<file path="src/rtl/reg_file_pkg.sv">
// Register-file shared types, the AXI-Lite register map table and the
// per-slice lookup helper used by the pipelined address decoder.
package reg_file_pkg;

   localparam int REG_FILE_AXI_ADDR_WIDTH        = 8;
   localparam int REG_FILE_NUM_REGISTERS         = 6;
   localparam int REG_FILE_ID_WIDTH              = $clog2(REG_FILE_NUM_REGISTERS);
   localparam int REG_FILE_LOOKUP_CHAN_WIDTH     = 8;
   localparam int REG_FILE_DEFAULT_CMP_PER_STAGE = 4;
   localparam int REG_FILE_LOOKUP_STAGES =
      (REG_FILE_NUM_REGISTERS + REG_FILE_DEFAULT_CMP_PER_STAGE - 1) / REG_FILE_DEFAULT_CMP_PER_STAGE;

   typedef enum logic [1:0] {
      REG_RO   = 2'd0,
      REG_RW   = 2'd1,
      REG_WO   = 2'd2,
      REG_TRIG = 2'd3
   } reg_access_e;

   typedef struct packed {
      logic [REG_FILE_AXI_ADDR_WIDTH-1:0] addr;
      reg_access_e                        access;
      logic [15:0]                        reset_val;
   } reg_file_entry_t;

   typedef struct packed {
      logic                         entry_found;
      logic [REG_FILE_ID_WIDTH-1:0] id;
      reg_file_entry_t              entry;
   } reg_file_item_t;

   typedef struct packed {
      logic                                  valid;
      logic [REG_FILE_LOOKUP_CHAN_WIDTH-1:0] chan;
      logic [REG_FILE_AXI_ADDR_WIDTH-1:0]    addr;
      reg_file_item_t                        item;
   } lookup_stage_t;

   // Entry 5 duplicates entry 4's address; lowest index shadows it.
   localparam reg_file_entry_t axi_lite_reg_map_table [REG_FILE_NUM_REGISTERS] = '{
      '{addr: 8'h00, access: REG_RO,   reset_val: 16'h0001},
      '{addr: 8'h04, access: REG_RW,   reset_val: 16'h0000},
      '{addr: 8'h08, access: REG_RW,   reset_val: 16'h00a5},
      '{addr: 8'h0c, access: REG_WO,   reset_val: 16'h0000},
      '{addr: 8'h10, access: REG_TRIG, reset_val: 16'h0000},
      '{addr: 8'h10, access: REG_RW,   reset_val: 16'hbeef}
   };

   function automatic reg_file_item_t slice_match(
      input logic [REG_FILE_AXI_ADDR_WIDTH-1:0] addr,
      input int unsigned                        slice,
      input int unsigned                        cmp_per_stage = REG_FILE_DEFAULT_CMP_PER_STAGE,
      input int unsigned                        lsb_ignore    = 2
   );
      reg_file_item_t r;
      int unsigned    idx;
      r = '0;
      for (int unsigned j = 0; j < cmp_per_stage; j++) begin
         idx = slice * cmp_per_stage + j;
         if (idx < REG_FILE_NUM_REGISTERS && !r.entry_found) begin
            if ((addr >> lsb_ignore) ==
                (axi_lite_reg_map_table[REG_FILE_ID_WIDTH'(idx)].addr >> lsb_ignore)) begin
               r.entry_found = 1'b1;
               r.id          = REG_FILE_ID_WIDTH'(idx);
               r.entry       = axi_lite_reg_map_table[REG_FILE_ID_WIDTH'(idx)];
            end
         end
      end
      return r;
   endfunction

endpackage

</file>
<file path="src/rtl/reg_file_rr_arbiter.sv">
// Round-robin request arbiter; pointer moves past the granted channel on
// each accepted grant and freezes whenever adv is low.
module reg_file_rr_arbiter #(
   parameter int NUM_CHANNELS = 2
) (
   input  logic                    clk,
   input  logic                    rst_n,
   input  logic [NUM_CHANNELS-1:0] req,
   input  logic                    adv,
   output logic [NUM_CHANNELS-1:0] grant
);

   localparam int PW = (NUM_CHANNELS > 1) ? $clog2(NUM_CHANNELS) : 1;

   logic [PW-1:0]           ptr_q;
   logic [PW-1:0]           ptr_nxt;
   logic [NUM_CHANNELS-1:0] pick;
   logic                    found;

   // Two passes: channels at or above the pointer first, then the wrap-around.
   always_comb begin
      pick    = '0;
      found   = 1'b0;
      ptr_nxt = ptr_q;
      for (int unsigned c = 0; c < NUM_CHANNELS; c++) begin
         if (!found && c >= 32'(ptr_q) && req[c]) begin
            pick[c] = 1'b1;
            found   = 1'b1;
            ptr_nxt = PW'((c + 1) % NUM_CHANNELS);
         end
      end
      for (int unsigned c = 0; c < NUM_CHANNELS; c++) begin
         if (!found && c < 32'(ptr_q) && req[c]) begin
            pick[c] = 1'b1;
            found   = 1'b1;
            ptr_nxt = PW'((c + 1) % NUM_CHANNELS);
         end
      end
      grant = adv ? pick : '0;
   end

   always_ff @(posedge clk or negedge rst_n) begin
      if (!rst_n) begin
         ptr_q <= '0;
      end else if (adv && found) begin
         ptr_q <= ptr_nxt;
      end
   end

endmodule

</file>
<file path="src/rtl/reg_file_lookup_pipe.sv">
// Pipelined multi-channel address-to-register lookup: round-robin arbitration
// into P compare stages, one table slice per stage, with a saturating miss counter.
module reg_file_lookup_pipe
   import reg_file_pkg::*;
#(
   parameter int NUM_CHANNELS    = 2,
   parameter int CMP_PER_STAGE   = 4,
   parameter int ADDR_LSB_IGNORE = 2,
   parameter int MISS_CNT_WIDTH  = 16
) (
   input  logic                                            clk,
   input  logic                                            rst_n,
   input  logic [NUM_CHANNELS-1:0]                         in_valid,
   output logic [NUM_CHANNELS-1:0]                         in_ready,
   input  logic [NUM_CHANNELS*REG_FILE_AXI_ADDR_WIDTH-1:0] in_addr,
   output logic                                            out_valid,
   input  logic                                            out_ready,
   output reg_file_item_t                                  out_item,
   output logic [((NUM_CHANNELS > 1) ? $clog2(NUM_CHANNELS) : 1)-1:0] out_chan,
   output logic [REG_FILE_AXI_ADDR_WIDTH-1:0]              out_addr,
   input  logic                                            miss_clr,
   output logic [MISS_CNT_WIDTH-1:0]                       miss_cnt
);

   localparam int P  = (REG_FILE_NUM_REGISTERS + CMP_PER_STAGE - 1) / CMP_PER_STAGE;
   localparam int CW = (NUM_CHANNELS > 1) ? $clog2(NUM_CHANNELS) : 1;
   localparam int AW = REG_FILE_AXI_ADDR_WIDTH;

   logic                    adv;
   logic [NUM_CHANNELS-1:0] grant;
   lookup_stage_t           head;
   lookup_stage_t           stage_d [P];
   lookup_stage_t           stage_q [P];
   lookup_stage_t           last;

   function automatic lookup_stage_t merge_hit(input lookup_stage_t s, input reg_file_item_t hit);
      lookup_stage_t r;
      r = s;
      if (s.valid && !s.item.entry_found) begin
         r.item = hit;
      end
      return r;
   endfunction

   assign last = stage_q[P-1];
   // rst_n gating keeps in_ready low while reset is held.
   assign adv  = (out_ready | ~last.valid) & rst_n;

   reg_file_rr_arbiter #(
      .NUM_CHANNELS(NUM_CHANNELS)
   ) u_arb (
      .clk  (clk),
      .rst_n(rst_n),
      .req  (in_valid),
      .adv  (adv),
      .grant(grant)
   );

   always_comb begin
      head = '0;
      for (int unsigned i = 0; i < NUM_CHANNELS; i++) begin
         if (grant[i]) begin
            head.valid = 1'b1;
            head.chan  = REG_FILE_LOOKUP_CHAN_WIDTH'(i);
            head.addr  = in_addr[i*AW +: AW];
         end
      end
   end

   for (genvar k = 0; k < P; k++) begin : g_stage
      if (k == 0) begin : g_head
         assign stage_d[k] = merge_hit(head,
            slice_match(head.addr, k, CMP_PER_STAGE, ADDR_LSB_IGNORE));
      end else begin : g_tail
         assign stage_d[k] = merge_hit(stage_q[k-1],
            slice_match(stage_q[k-1].addr, k, CMP_PER_STAGE, ADDR_LSB_IGNORE));
      end
   end

   always_ff @(posedge clk or negedge rst_n) begin
      if (!rst_n) begin
         for (int unsigned k = 0; k < P; k++) begin
            stage_q[k] <= '0;
         end
      end else if (adv) begin
         for (int unsigned k = 0; k < P; k++) begin
            stage_q[k] <= stage_d[k];
         end
      end
   end

   always_ff @(posedge clk or negedge rst_n) begin
      if (!rst_n) begin
         miss_cnt <= '0;
      end else if (miss_clr) begin
         miss_cnt <= '0;
      end else if (last.valid && out_ready && !last.item.entry_found && miss_cnt != '1) begin
         miss_cnt <= miss_cnt + 1'b1;
      end
   end

   assign in_ready  = grant;
   assign out_valid = last.valid;
   assign out_item  = last.item;
   assign out_chan  = last.chan[CW-1:0];
   assign out_addr  = last.addr;

endmodule

</file>
<file path="config.mk">
export PLATFORM = sky130hd
export DESIGN_NAME = reg_file_lookup_pipe
export DESIGN_NICKNAME = d
export VERILOG_FILES = /design/src/rtl/reg_file_pkg.sv /design/src/rtl/reg_file_rr_arbiter.sv /design/src/rtl/reg_file_lookup_pipe.sv
export SDC_FILE = /design/constraint.sdc
export NUM_CORES = 1
export LEC_CHECK = 0
export ABC_AREA = 1
export BUFFER_PORTS_ARGS = -buffer_cell sky130_fd_sc_hd__clkbuf_2
export CAP_MARGIN = 20
export CORE_MARGIN = 5
export CORE_UTILIZATION = 43
export CTS_CLUSTER_SIZE = 25
export DETAILED_ROUTE_END_ITERATION = 8
export PLACE_DENSITY = 0.7
export SLEW_MARGIN = 20
export SYNTH_ARGS = -nofsm -noshare
export SYNTH_HDL_FRONTEND = slang
export SYNTH_SLANG_ARGS = --single-unit
export TNS_END_PERCENT = 50
</file>
<file path="constraint.sdc">
create_clock -name clk -period 1.58 [get_ports clk]
set_clock_uncertainty 0.05 [all_clocks]
set_input_delay 0.158 -clock clk [delete_from_list [all_inputs] [get_ports clk]]
set_output_delay 0.158 -clock clk [all_outputs]
set_load 0.01 [all_outputs]
</file>
## Word-level counts from Yosys, hierarchy flattened

Index checks and enable logic that the tools add are counted.

| cells by class | value |
|---|---|
| $add $sub $neg | 1 |
| $mul | 0 |
| div/mod/pow operators | 0 |
| $lt $le $gt $ge | 2 |
| equality and inequality tests | 5 |
| shifts and indexed selects | 0 |
| multiplexer cells | 25 |
| bitwise logic cells | 3 |
| reductions and logical operators | 17 |

Operators by type and width:

| operator | number |
|---|---|
| $mux W30 | 12 |
| $mux W17 | 2 |
| $mux W16 | 2 |
| $add A16 B1 Y16 const B | 1 |
| $ne A16 B16 Y1 const B | 1 |
| $eq A6 B2 Y1 const B | 2 |
| $logic_and A1 B1 Y1 | 9 |
| $logic_not A8 Y1 | 1 |
| $mux W1 | 8 |
| $eq A6 B1 Y1 const B | 1 |
| $eq A6 B3 Y1 const B | 1 |
| $logic_not A1 Y1 | 4 |
| $reduce_bool A3 Y1 | 1 |
| $mux W2 | 1 |
| $reduce_and A2 Y1 | 1 |
| $reduce_bool A2 Y1 | 1 |
| $and A1 B1 Y1 | 1 |
| $ge A1 B1 Y1 const A | 1 |
| $lt A1 B1 Y1 const A | 1 |
| $not A1 Y1 | 1 |
| $or A1 B1 Y1 | 1 |

| storage, ports and cells | value |
|---|---|
| register bits | 97 |
| bits in latches | 0 |
| RAM bits | 0 |
| bits in read-only memories | 0 |
| output and inout port bits | 58 |
| logic and storage cells | 71 |
| memories | 0 |

## Longest topological paths before layout

Gate-level depths: netlist (run 1).

| logic depth | value |
|---|---|
| word-level depth | 22 |
| depth in mapped cells | 10 |
| depth with buffers taken out | 10 |

## Hierarchy

Synthesis (run 1) repeated with hierarchy kept, for this count alone.

| second synthesis, totals | value |
|---|---|
| cell total of the unflattened synthesis | 381 |
| area, all modules | 2910.3 um^2 |

By module, submodules not included:

| module | times used | cells an instance | area an instance (um^2) | sequential area each (um^2) |
|---|---|---|---|---|
| reg_file_lookup_pipe | 1 | 372 | 2844.0 | 1276.2 |
| reg_file_rr_arbiter | 1 | 9 | 66.3 | 25.0 |

## Worst setup path before layout (run 1)

OpenSTA, ideal clock, no wires.

| path | value |
|---|---|
| path kind | reg-to-reg |
| start point | reg miss_cnt[0] |
| end point | reg miss_cnt[12] |
| arrival time | 1.517 ns |
| data required time | 1.410 ns |
| setup slack | -0.107 ns |
| cell stages (with the launch flop) | 11 |
| path buffers | 1 |
| clock period less this slack | 1.687 ns |
| path through | dfrtp_1 ha_1 nand3_2 inv_2 nand2_2 nor2_4 nor2_4 nor2_8 buf_8 nand2_1 o21ai_2 |

| on the way | value |
|---|---|
| word-level cells in the longest chain between the ends | 3 |
| elaborated cells on any way between the ends | 6 |
| classes of those cells | add/sub (1); eq/ne (1); mux (2); reduce/logical (2) |

Ends and longest elaborated chain:

| item | line | text |
|---|---|---|
| start: declaration | reg_file_lookup_pipe.sv:22 | `output logic [MISS_CNT_WIDTH-1:0] miss_cnt` |
| start signal: assignment | reg_file_lookup_pipe.sv:98 | `miss_cnt <= miss_cnt + 1'b1;` |
| $add A16 B1 Y16 / $ne A16 B16 Y1 (equally long branches) | reg_file_lookup_pipe.sv:98, reg_file_lookup_pipe.sv:97 |  |
| $mux W16 / $logic_and A1 B1 Y1 (equally long branches) | reg_file_lookup_pipe.sv:97 | `end else if (last.valid && out_ready && !last.item.entry_found && miss_cnt != '1) begin` |
| $mux W16 / $reduce_bool A2 Y1 (equally long branches) | -- |  |

Parallel ways exist; a longest one is shown, timed or not. The select of a mux whose other input is x is not followed.
A chain may end at the register's enable or synchronous reset.

## Worst setup path in the final report (run 1)

| path | value |
|---|---|
| start point | reg miss_cnt[1] |
| end point | reg miss_cnt[5] |

Same word-level chain as after synthesis.

==> results of run 1 <==
-- worst max path at each step --
stage | start | end | slack [ns] | cells past startpoint
6_report | miss_cnt[1] | miss_cnt[5] | 0.01 | 10
5_1_grt | out_valid | in_ready[1] | -0.07 | 6
4_1_cts | out_valid | in_ready[1] | -0.02 | 6
3_5_place_dp | miss_cnt[1] | miss_cnt[14] | -0.06 | 8
3_3_place_gp | miss_cnt[7] | miss_cnt[14] | 0.01 | 7
2_1_floorplan | miss_cnt[0] | miss_cnt[3] | -0.02 | 10
-- worst max-delay path, delay by kind of cell, from the launching register on --
family                     cells  cell delay [ns]
and+or+nand+nor                7             0.61
adders and majority gates      1             0.19
buffers and inverters          2             0.19
DFF                            1             0.44
-- repair_timing --
action / CTS / global route
resized for setup: 6 / 33
hold buffers: 1 / 0
setup endpoints to repair: 16 / 26
buffers inserted: 4 / 10
endpoints found under the hold margin: 52 / 0
pin swaps: 4 / 11
gates cloned: 1 / 0
-- power by group through the flow --
| stage | clock, W | combinational, W | sequential (W) |
|---|---|---|---|
| final | 0.000978 | 0.000907 | 0.00166 |
| after global routing | 0.00106 | 0.00102 | 0.00169 |
| after CTS | 0.000999 | 0.000856 | 0.00167 |
| after detailed placement | 0 | 0.000807 | 0.00169 |
| after global placement | 0 | 0.000793 | 0.00168 |
| after floorplan | 0 | 0.000667 | 0.00167 |
-- kinds of logic (layout without fill, tap and decap cells) --
family	after synthesis	in the layout	synth area share, %
fa+ha+maj	1	1	0.428
simple gates	171	172	27.2
compound gates	52	52	10.8
xor+xnor	3	3	0.900
other cells	1	17	0.128
flops	52	52	44.5
buf+inv	79	136	16.0
-- state kept, by name, indices dropped and copies added, names as in the netlist --
name         flops
u_arb.ptr_q      1
stage_d         10
out_addr         8
stage_q          7
out_item         8
out_valid        1
miss_cnt        16
out_chan         1
-- cell type report --
cell class	instances	area, um^2	share of cell area, %
clock buffer	5	68.8	1.93
sequential	52	1310	36.7
tap	80	100	2.80
clock inverter	3	50.0	1.40
timing repair buffer	97	613	17.2
inverter	31	119	3.33
multi-input combinational	245	1310	36.6
-- cell usage after synthesis --
cell type  count
nand2_1       93
dfrtp_1       52
buf_4         39
nand3_1       31
inv_1         28
o21ai_0       22
nor2_1        18
a21oi_1        7
nand4_1        7
o21ai_2        7
clkbuf_1       5
nor3_1         5
o21ai_1        5
nand2_2        4
inv_2          3
nor2_4         3
o211ai_1       3
o21bai_1       3
xor2_1         3
a221oi_1       2
buf_2          2
buf_8          2
nand3b_1       2
or2_2          2
a21boi_0       1
a21oi_2        1
conb_1         1
ha_1           1
nand3_2        1
nor2_2         1
nor2_8         1
nor3_4         1
nor3b_1        1
nor4_1         1
o22ai_1        1
-- per-stage QoR --
step | std cells | area (um^2) | TNS [ns] | power [W] | utilization [%]
floorplan | 375 | 3000 | -0.122 | 0.00233 | -
global placement | 489 | 3210 | 0 | 0.00248 | 47.8
detailed placement | 489 | 3210 | -0.406 | 0.00250 | 47.8
CTS | 503 | 3400 | -0.0261 | 0.00352 | 50.7
global route | 513 | 3570 | -0.353 | 0.00377 | 53.2
finish | 513 | 3570 | 0 | 0.00354 | 53.2
-- per-layer routing --
layer,global-route usage (%),part of all wire (%),up-vias
met1,20.5,42,1192
met3,4.06,7.0,19
met4,5.57,1.9,0
li1,-,-,1257
met5,0,0,-
met2,27.8,49,100
==> out/metrics.yaml, run 1 <==
outcome:
  status: "completed"
timing:
  period_share_pct: 99.3
  hold_ws_ns: 0.0588
  setup_ws_ns: 0.0105
  fmax_ghz: 0.637
  hold_violations: 0
  min_period_ns: 1.57
  rsz0062_at_grt: "true"
  finalSetupViolCount: 0
  maxSlewViolCount: 0
critical_path:
  required_ns: 1.74
  r2r_slack_ns: 0.01
  rr_startpoint: "miss_cnt[1]"
  path_max_fanout: 5
  max_stage_delay_ns: 0.44
  setup.worst_path.start_class: "register"
  r2r-end: "miss_cnt[5]"
  cp_slowest_cell: "dfrtp_2"
  crit_arrival_ns: 1.73
  r2r_cells: 10
  crit_top_cell: "nor2_4"
  cp-end-kind: "register"
  worstSetupPathType: "register to register"
  crit_path_cell_trace: "ha_4 -> nand3_4 -> inv_4 -> nand2_4 -> nor2_4 -> nor2_4 -> nor2_4 -> buf_4 -> nand2_1 -> nand2_1"
clock_tree:
  cts.clk_slew.worst_paths_ns: 0.10
  cts.sinks: 52
  clk_latency_ns: 0.31
  cts_buffers: 5
  cts_buffer_depth: 2
  cts_root_buf: "clkbuf_8"
  cts_tree: "yes"
  htree_levels: 2
worst_hold_path:
  min_path_type: "primary input to register"
  hold_path_end: "stage_d[35]"
  min_path_cells: 3
  worstHoldStart: "in_addr[5]"
power_and_ir_drop:
  power_density_nw_per_um2: 992
  ir_drop_v: 0.000416
  swShare_pct: 32.5
  switching_power_w: 0.00115
  pwr-share-seq_pct: 46.8
  p_comb_share_pct: 25.6
  internal_power_w: 0.00239
  p_leak_nw: 1.84
  clock_power_share_pct: 27.6
final_layout:
  nNetsFinal: 455
  drive_gt1_share_pct: 36.0
  n_antenna_cell: 0
  layout_common_cells: "nand2_1 (85), clkbuf_2 (61), dfrtp_1 (43)"
  fillers: 624
  area_growth_pct: 22.3
  mostFrequentLayoutCell: "nand2_1"
floorplanning:
  die_w_um: 92.4
  die_y_um: 92.4
  core_area_um2: 6720
  ios: 80
  dieArea_um2: 8540
  rows: 30
  start_util_pct: 43.5
routing:
  vias: 2568
  drtIter0Drc: 78
  vias_per_cell: 5.01
  drt_pass1_iterations: 5
  drc: 0
  finalWirelength_mm: 7.05
  postRouteAntennaNets: 0
  wl_per_cell_um: 13.7
yosys:
  yosys_warnings: 0
  syn_inst: 359
  synth_area_leaders: "dfrtp_1 (45%), nand2_1 (12%), buf_4 (10%)"
  avgSynthCellArea_um2: 8.14
  synth-seq-cells: 52
  ys_types: 35
  synth_area_leader_cell: "dfrtp_1"
  syn_area_um2: 2920
  yosysTopAreaCellShare_pct: 44.5
  ys_seq_area_share_pct: 44.5
placement:
  dp_hpwl_mm: 5.07
  dpl_worst_slack_ns: -0.0599
  io_buffers: 62
  place.gp.congestion: 0.864
grt:
  grt_max_degree: 38
  grt_pass1_vias: 2413
  overflow: 0
  antenna_found_initial: 0
  grt_usage_pct: 16.5
  grt_pass1_wl_mm: 11.3
flow_run:
  max_cap_viol_count: 0
No activity file was read; power rests on OpenSTA's default activity.
==> run 2, diff against run 1 <==
Settings changed: CELL_PAD_IN_SITES_DETAIL_PLACEMENT set to 1, CELL_PAD_IN_SITES_GLOBAL_PLACEMENT set to 2, CORE_UTILIZATION 43 to 27, PLACE_DENSITY 0.7 to not set, PLACE_DENSITY_LB_ADDON set to 0.1, REMOVE_ABC_BUFFERS set to 1.
==> out/metrics.yaml, run 2 (synthesis gave the netlist of run 1 again) <==
placement:
  place.gp.congestion: 0.782
  dp_hpwl_mm: 6.46
  io_buffers: 62
critical_path:
  r2r_slack_ns: 0.06
  crit_arrival_ns: 1.34
  worstSetupPathType: "register to output port"
  cp-end-kind: "output port"
  cp_slowest_cell: "dfrtp_1"
  worst-path-buf-inv: 4
  cp_top_family: "flip-flops"
  setup.worst_path.start_class: "register"
  crit_start: "u_arb.ptr_q"
  r2r_cells: 9
  path_max_fanout: 5
  required_ns: 1.37
  crit_end: "in_ready[1]"
  rr_startpoint: "miss_cnt[4]"
  crit_top_cell: "inv_1"
  crit_path_cell_trace: "inv_1 -> a21oi_4 -> nand2_2 -> buf_6 -> inv_1 -> clkbuf_2"
  max_stage_delay_ns: 0.38
  cp.depth: 6
  r2r-end: "miss_cnt[12]"
final_layout:
  area_growth_pct: 26.4
  drive_gt1_share_pct: 35.4
  layout_common_cells: "nand2_1 (86), clkbuf_2 (62), dfrtp_1 (49)"
  n_antenna_cell: 0
  regMostFlops: "miss_cnt"
  mostFrequentLayoutCell: "nand2_1"
  nNetsFinal: 466
  largest_register_ffs: 16
grt:
  grt_pass1_wl_mm: 13.9
  overflow: 0
  grt_usage_pct: 13.4
  antenna_found_initial: 0
  grt_max_degree: 49
  grt_pass1_vias: 2778
timing:
  rsz0062_at_grt: "true"
  finalSetupViolCount: 0
  maxSlewViolCount: 0
  tns_ns: 0
  tightestPinTransition_ns: 0.642
  period_share_pct: 98.0
  slew_headroom_pct: 57.2
  fmax_ghz: 0.646
  hold_ws_ns: -0.00321
  hold_violations: 12
  min_period_ns: 1.55
power_and_ir_drop:
  total_power_w: 0.00341
  ir_drop_v: 0.000372
  p_leak_nw: 1.90
  power_density_nw_per_um2: 923
worst_hold_path:
  min_path_type: "primary input to async pin"
floorplanning:
  die_y_um: 114
  rows: 38
  core_area_um2: 10700
  start_util_pct: 27.2
  dieArea_um2: 13000
  die_w_um: 114
  ios: 80
outcome:
  status: "complete, but fails checks"
  violations: "negative hold slack"
routing:
  vias: 2608
  drt_pass1_iterations: 4
  wl_per_cell_um: 14.4
  vias_per_cell: 4.47
  drc: 0
  finalWirelength_mm: 8.39
  postRouteAntennaNets: 0
  drtIter0Drc: 116
flow_run:
  max_cap_viol_count: 0
clock_tree:
  cts.sinks: 52
  cts_buffer_depth: 2
  cts_tree: "yes"
  htree_levels: 2
  cts_root_buf: "clkbuf_8"
  cts.clk_slew.worst_paths_ns: 0.10
  cts_buffers: 5
  clk_latency_ns: 0.32
==> run 2: worst min-delay path by stage <==
| stage | slack (ns) | end | cells past startpoint |
|---|---|---|---|
| 2_1_floorplan | -0.19 | miss_cnt[0] | 0 |
| 3_3_place_gp | 0.13 | out_valid | 2 |
| 3_5_place_dp | 0.13 | stage_q[76] | 2 |
| 4_1_cts | 0.03 | miss_cnt[2] | 2 |
| 5_1_grt | 0.06 | stage_d[34] | 3 |
| 6_report | -0.003 | miss_cnt[3] | 2 |
==> run 2: area by class of cell <==
cell class / instances / area, um^2
fill: 1356 / 7050
timing repair buffer: 109 / 703
sequential: 52 / 1310
inverter: 31 / 119
clock inverter: 3 / 25.0
clock buffer: 5 / 68.8
multi-input combinational: 244 / 1300
tap: 140 / 175
==> run 2: power by group <==
part | total (W) | internal (W) | leakage, nW | switching, W
clock | 0.000830 | 0.000324 | 0.0452 | 0.000506
sequential | 0.00166 | 0.00154 | 0.679 | 0.000120
combinational | 0.000922 | 0.000368 | 1.18 | 0.000554
==> run 2: per-layer routing <==
layer | vias to the layer above | GRT usage (%) | share of wire (%)
li1 | 1275 | - | -
met1 | 1256 | 15.4 | 42
met2 | 65 | 24.8 | 52
met3 | 12 | 3.24 | 5.0
met4 | 0 | 3.33 | 1.5
met5 | - | 0 | 0
==> run 2: through the flow <==
step / utilization [%] / area [um^2] / worst slack, ns / std cells
5_1_grt: 34.4 / 3690 / -0.0654 / 584
6_report: 34.4 / 3690 / 0.0316 / 584
3_5_place_dp: 32.0 / 3440 / -0.0109 / 570
4_1_cts: 33.2 / 3570 / -0.00359 / 580
3_3_place_gp: 32.0 / 3440 / -0.0534 / 570
2_1_floorplan: - / 2630 / -0.853 / 327
==> run 2: what timing repair did <==
item,CTS,global route
endpoints found under the hold margin,4,0
hold buffers,1,0
setup buffers,1,2
gates resized for setup,6,23
pin swaps,2,0
setup endpoints to repair,11,24
gates cloned,0,2
==> run 3, diff against run 2 <==
Settings changed: REMOVE_ABC_BUFFERS 1 to not set.
==> out/metrics.yaml, run 3 (synthesis gave the netlist of run 1 again) <==
timing:
  period_share_pct: 97.3
  hold_ws_ns: -0.0212
  fmax_ghz: 0.650
  slew_headroom_pct: 64.3
  finalSetupViolCount: 0
  rsz0062_at_grt: "true"
  setup_ws_ns: 0.0420
  tightestPinTransition_ns: 0.535
  min_period_ns: 1.54
  maxSlewViolCount: 0
  hold_violations: 3
clock_tree:
  cts_buffer_depth: 2
  cts_root_buf: "clkbuf_8"
  clk_latency_ns: 0.30
  htree_levels: 2
  cts_buffers: 5
  cts.clk_slew.worst_paths_ns: 0.10
  cts_tree: "yes"
  cts.sinks: 52
power_and_ir_drop:
  p_leak_nw: 1.89
  pwr-share-seq_pct: 48.3
  swShare_pct: 33.6
  switching_power_w: 0.00116
  p_comb_share_pct: 27.5
  total_power_w: 0.00345
  power_density_nw_per_um2: 935
  ir_drop_v: 0.000352
  internal_power_w: 0.00229
  clock_power_share_pct: 24.2
grt:
  use_met3_pct: 2.44
  overflow: 0
  grt_max_degree: 39
  grt_pass1_wl_mm: 14.1
  grt_usage_pct: 13.6
  grt_pass1_vias: 2798
  busiest_layer: "met2"
  use_met1_pct: 17.4
  met2_usage_pct: 23.9
  antenna_found_initial: 0
final_layout:
  area_growth_pct: 26.3
  mostFrequentLayoutCell: "nand2_1"
  regMostFlops: "miss_cnt"
  drive_gt1_share_pct: 36.0
  nNetsFinal: 469
  n_antenna_cell: 0
  layout_common_cells: "nand2_1 (87), clkbuf_2 (62), dfrtp_1 (48)"
  largest_register_ffs: 16
floorplanning:
  ios: 80
  rows: 38
  core_area_um2: 10700
  dieArea_um2: 13000
  die_y_um: 114
  start_util_pct: 27.2
  die_w_um: 114
outcome:
  violations: "negative hold slack"
  status: "complete, but fails checks"
worst_hold_path:
  min_path_type: "primary input to async pin"
flow_run:
  max_cap_viol_count: 0
critical_path:
  crit_path_cell_trace: "a21boi_1 -> buf_4 -> nand2_2 -> buf_4 -> inv_1 -> clkbuf_2"
  cp_top_family: "buffers and inverters"
  cp_slowest_cell: "dfrtp_1"
  worst-path-buf-inv: 4
  r2r-end: "miss_cnt[3]"
  path_max_fanout: 3
  required_ns: 1.37
  rr_startpoint: "miss_cnt[0]"
  worstSetupPathType: "register to output port"
  r2r_cells: 10
  crit_arrival_ns: 1.33
  crit_top_cell: "buf_4"
  setup.worst_path.start_class: "register"
  cp-end-kind: "output port"
  r2r_slack_ns: 0.08
  max_stage_delay_ns: 0.41
routing:
  drtIter0Drc: 81
  postRouteAntennaNets: 0
  wl_per_cell_um: 14.4
  finalWirelength_mm: 8.44
  drc: 0
  vias: 2547
  vias_per_cell: 4.34
  drt_pass1_iterations: 4
placement:
  io_buffers: 62
  dpl_worst_slack_ns: 0.0215
  dp_hpwl_mm: 6.69
  place.gp.congestion: 0.747
## run 3: worst max-delay path by stage
stage	start	endpoint	cells past startpoint
6_report	out_valid	in_ready[1]	6
5_1_grt	out_valid	in_ready[1]	6
4_1_cts	miss_cnt[4]	miss_cnt[15]	9
3_5_place_dp	miss_cnt[4]	miss_cnt[15]	9
3_3_place_gp	miss_cnt[4]	miss_cnt[14]	9
2_1_floorplan	miss_cnt[0]	miss_cnt[3]	10
## run 3: power by group through the flow
stage	Clock [W]	Combinational, W	Sequential [W]
floorplan	0	0.000667	0.00167
global placement	0	0.000914	0.00169
detailed placement	0	0.000925	0.00170
CTS	0.000878	0.000955	0.00167
global route	0.000935	0.00108	0.00169
finish	0.000835	0.000948	0.00167
## run 3: per-stage QoR
step	setup TNS, ns	std cells	hold WS [ns]	util, %	instance area, um^2
floorplan	-0.122	375	-0.188	-	3000
global placement	0	573	0.212	32.5	3490
detailed placement	0	573	0.212	32.5	3490
CTS	0	585	0.0179	33.7	3620
global route	-0.0484	587	0.0437	34.3	3690
finish	0	587	-0.0212	34.3	3690
## run 3: repair_timing
action,CTS,global route
setup endpoints to repair,1,25
gates resized for setup,1,18
hold endpoints to repair,14,0
pin swaps,1,3
buffers inserted,3,2
hold buffers,1,0
## run 3: layout make-up
class	count	area (um^2)
fill	1343	7060
sequential	52	1310
multi-input combinational	244	1280
timing repair buffer	112	717
tap	140	175
inverter	31	116
clock buffer	6	82.6
clock inverter	2	13.8
## run 3: metal layers
layer / vias up / routed length [um]
met5: - / 0
met4: 0 / 67
met3: 7 / 363
met2: 50 / 4230
met1: 1210 / 3780
li1: 1280 / -
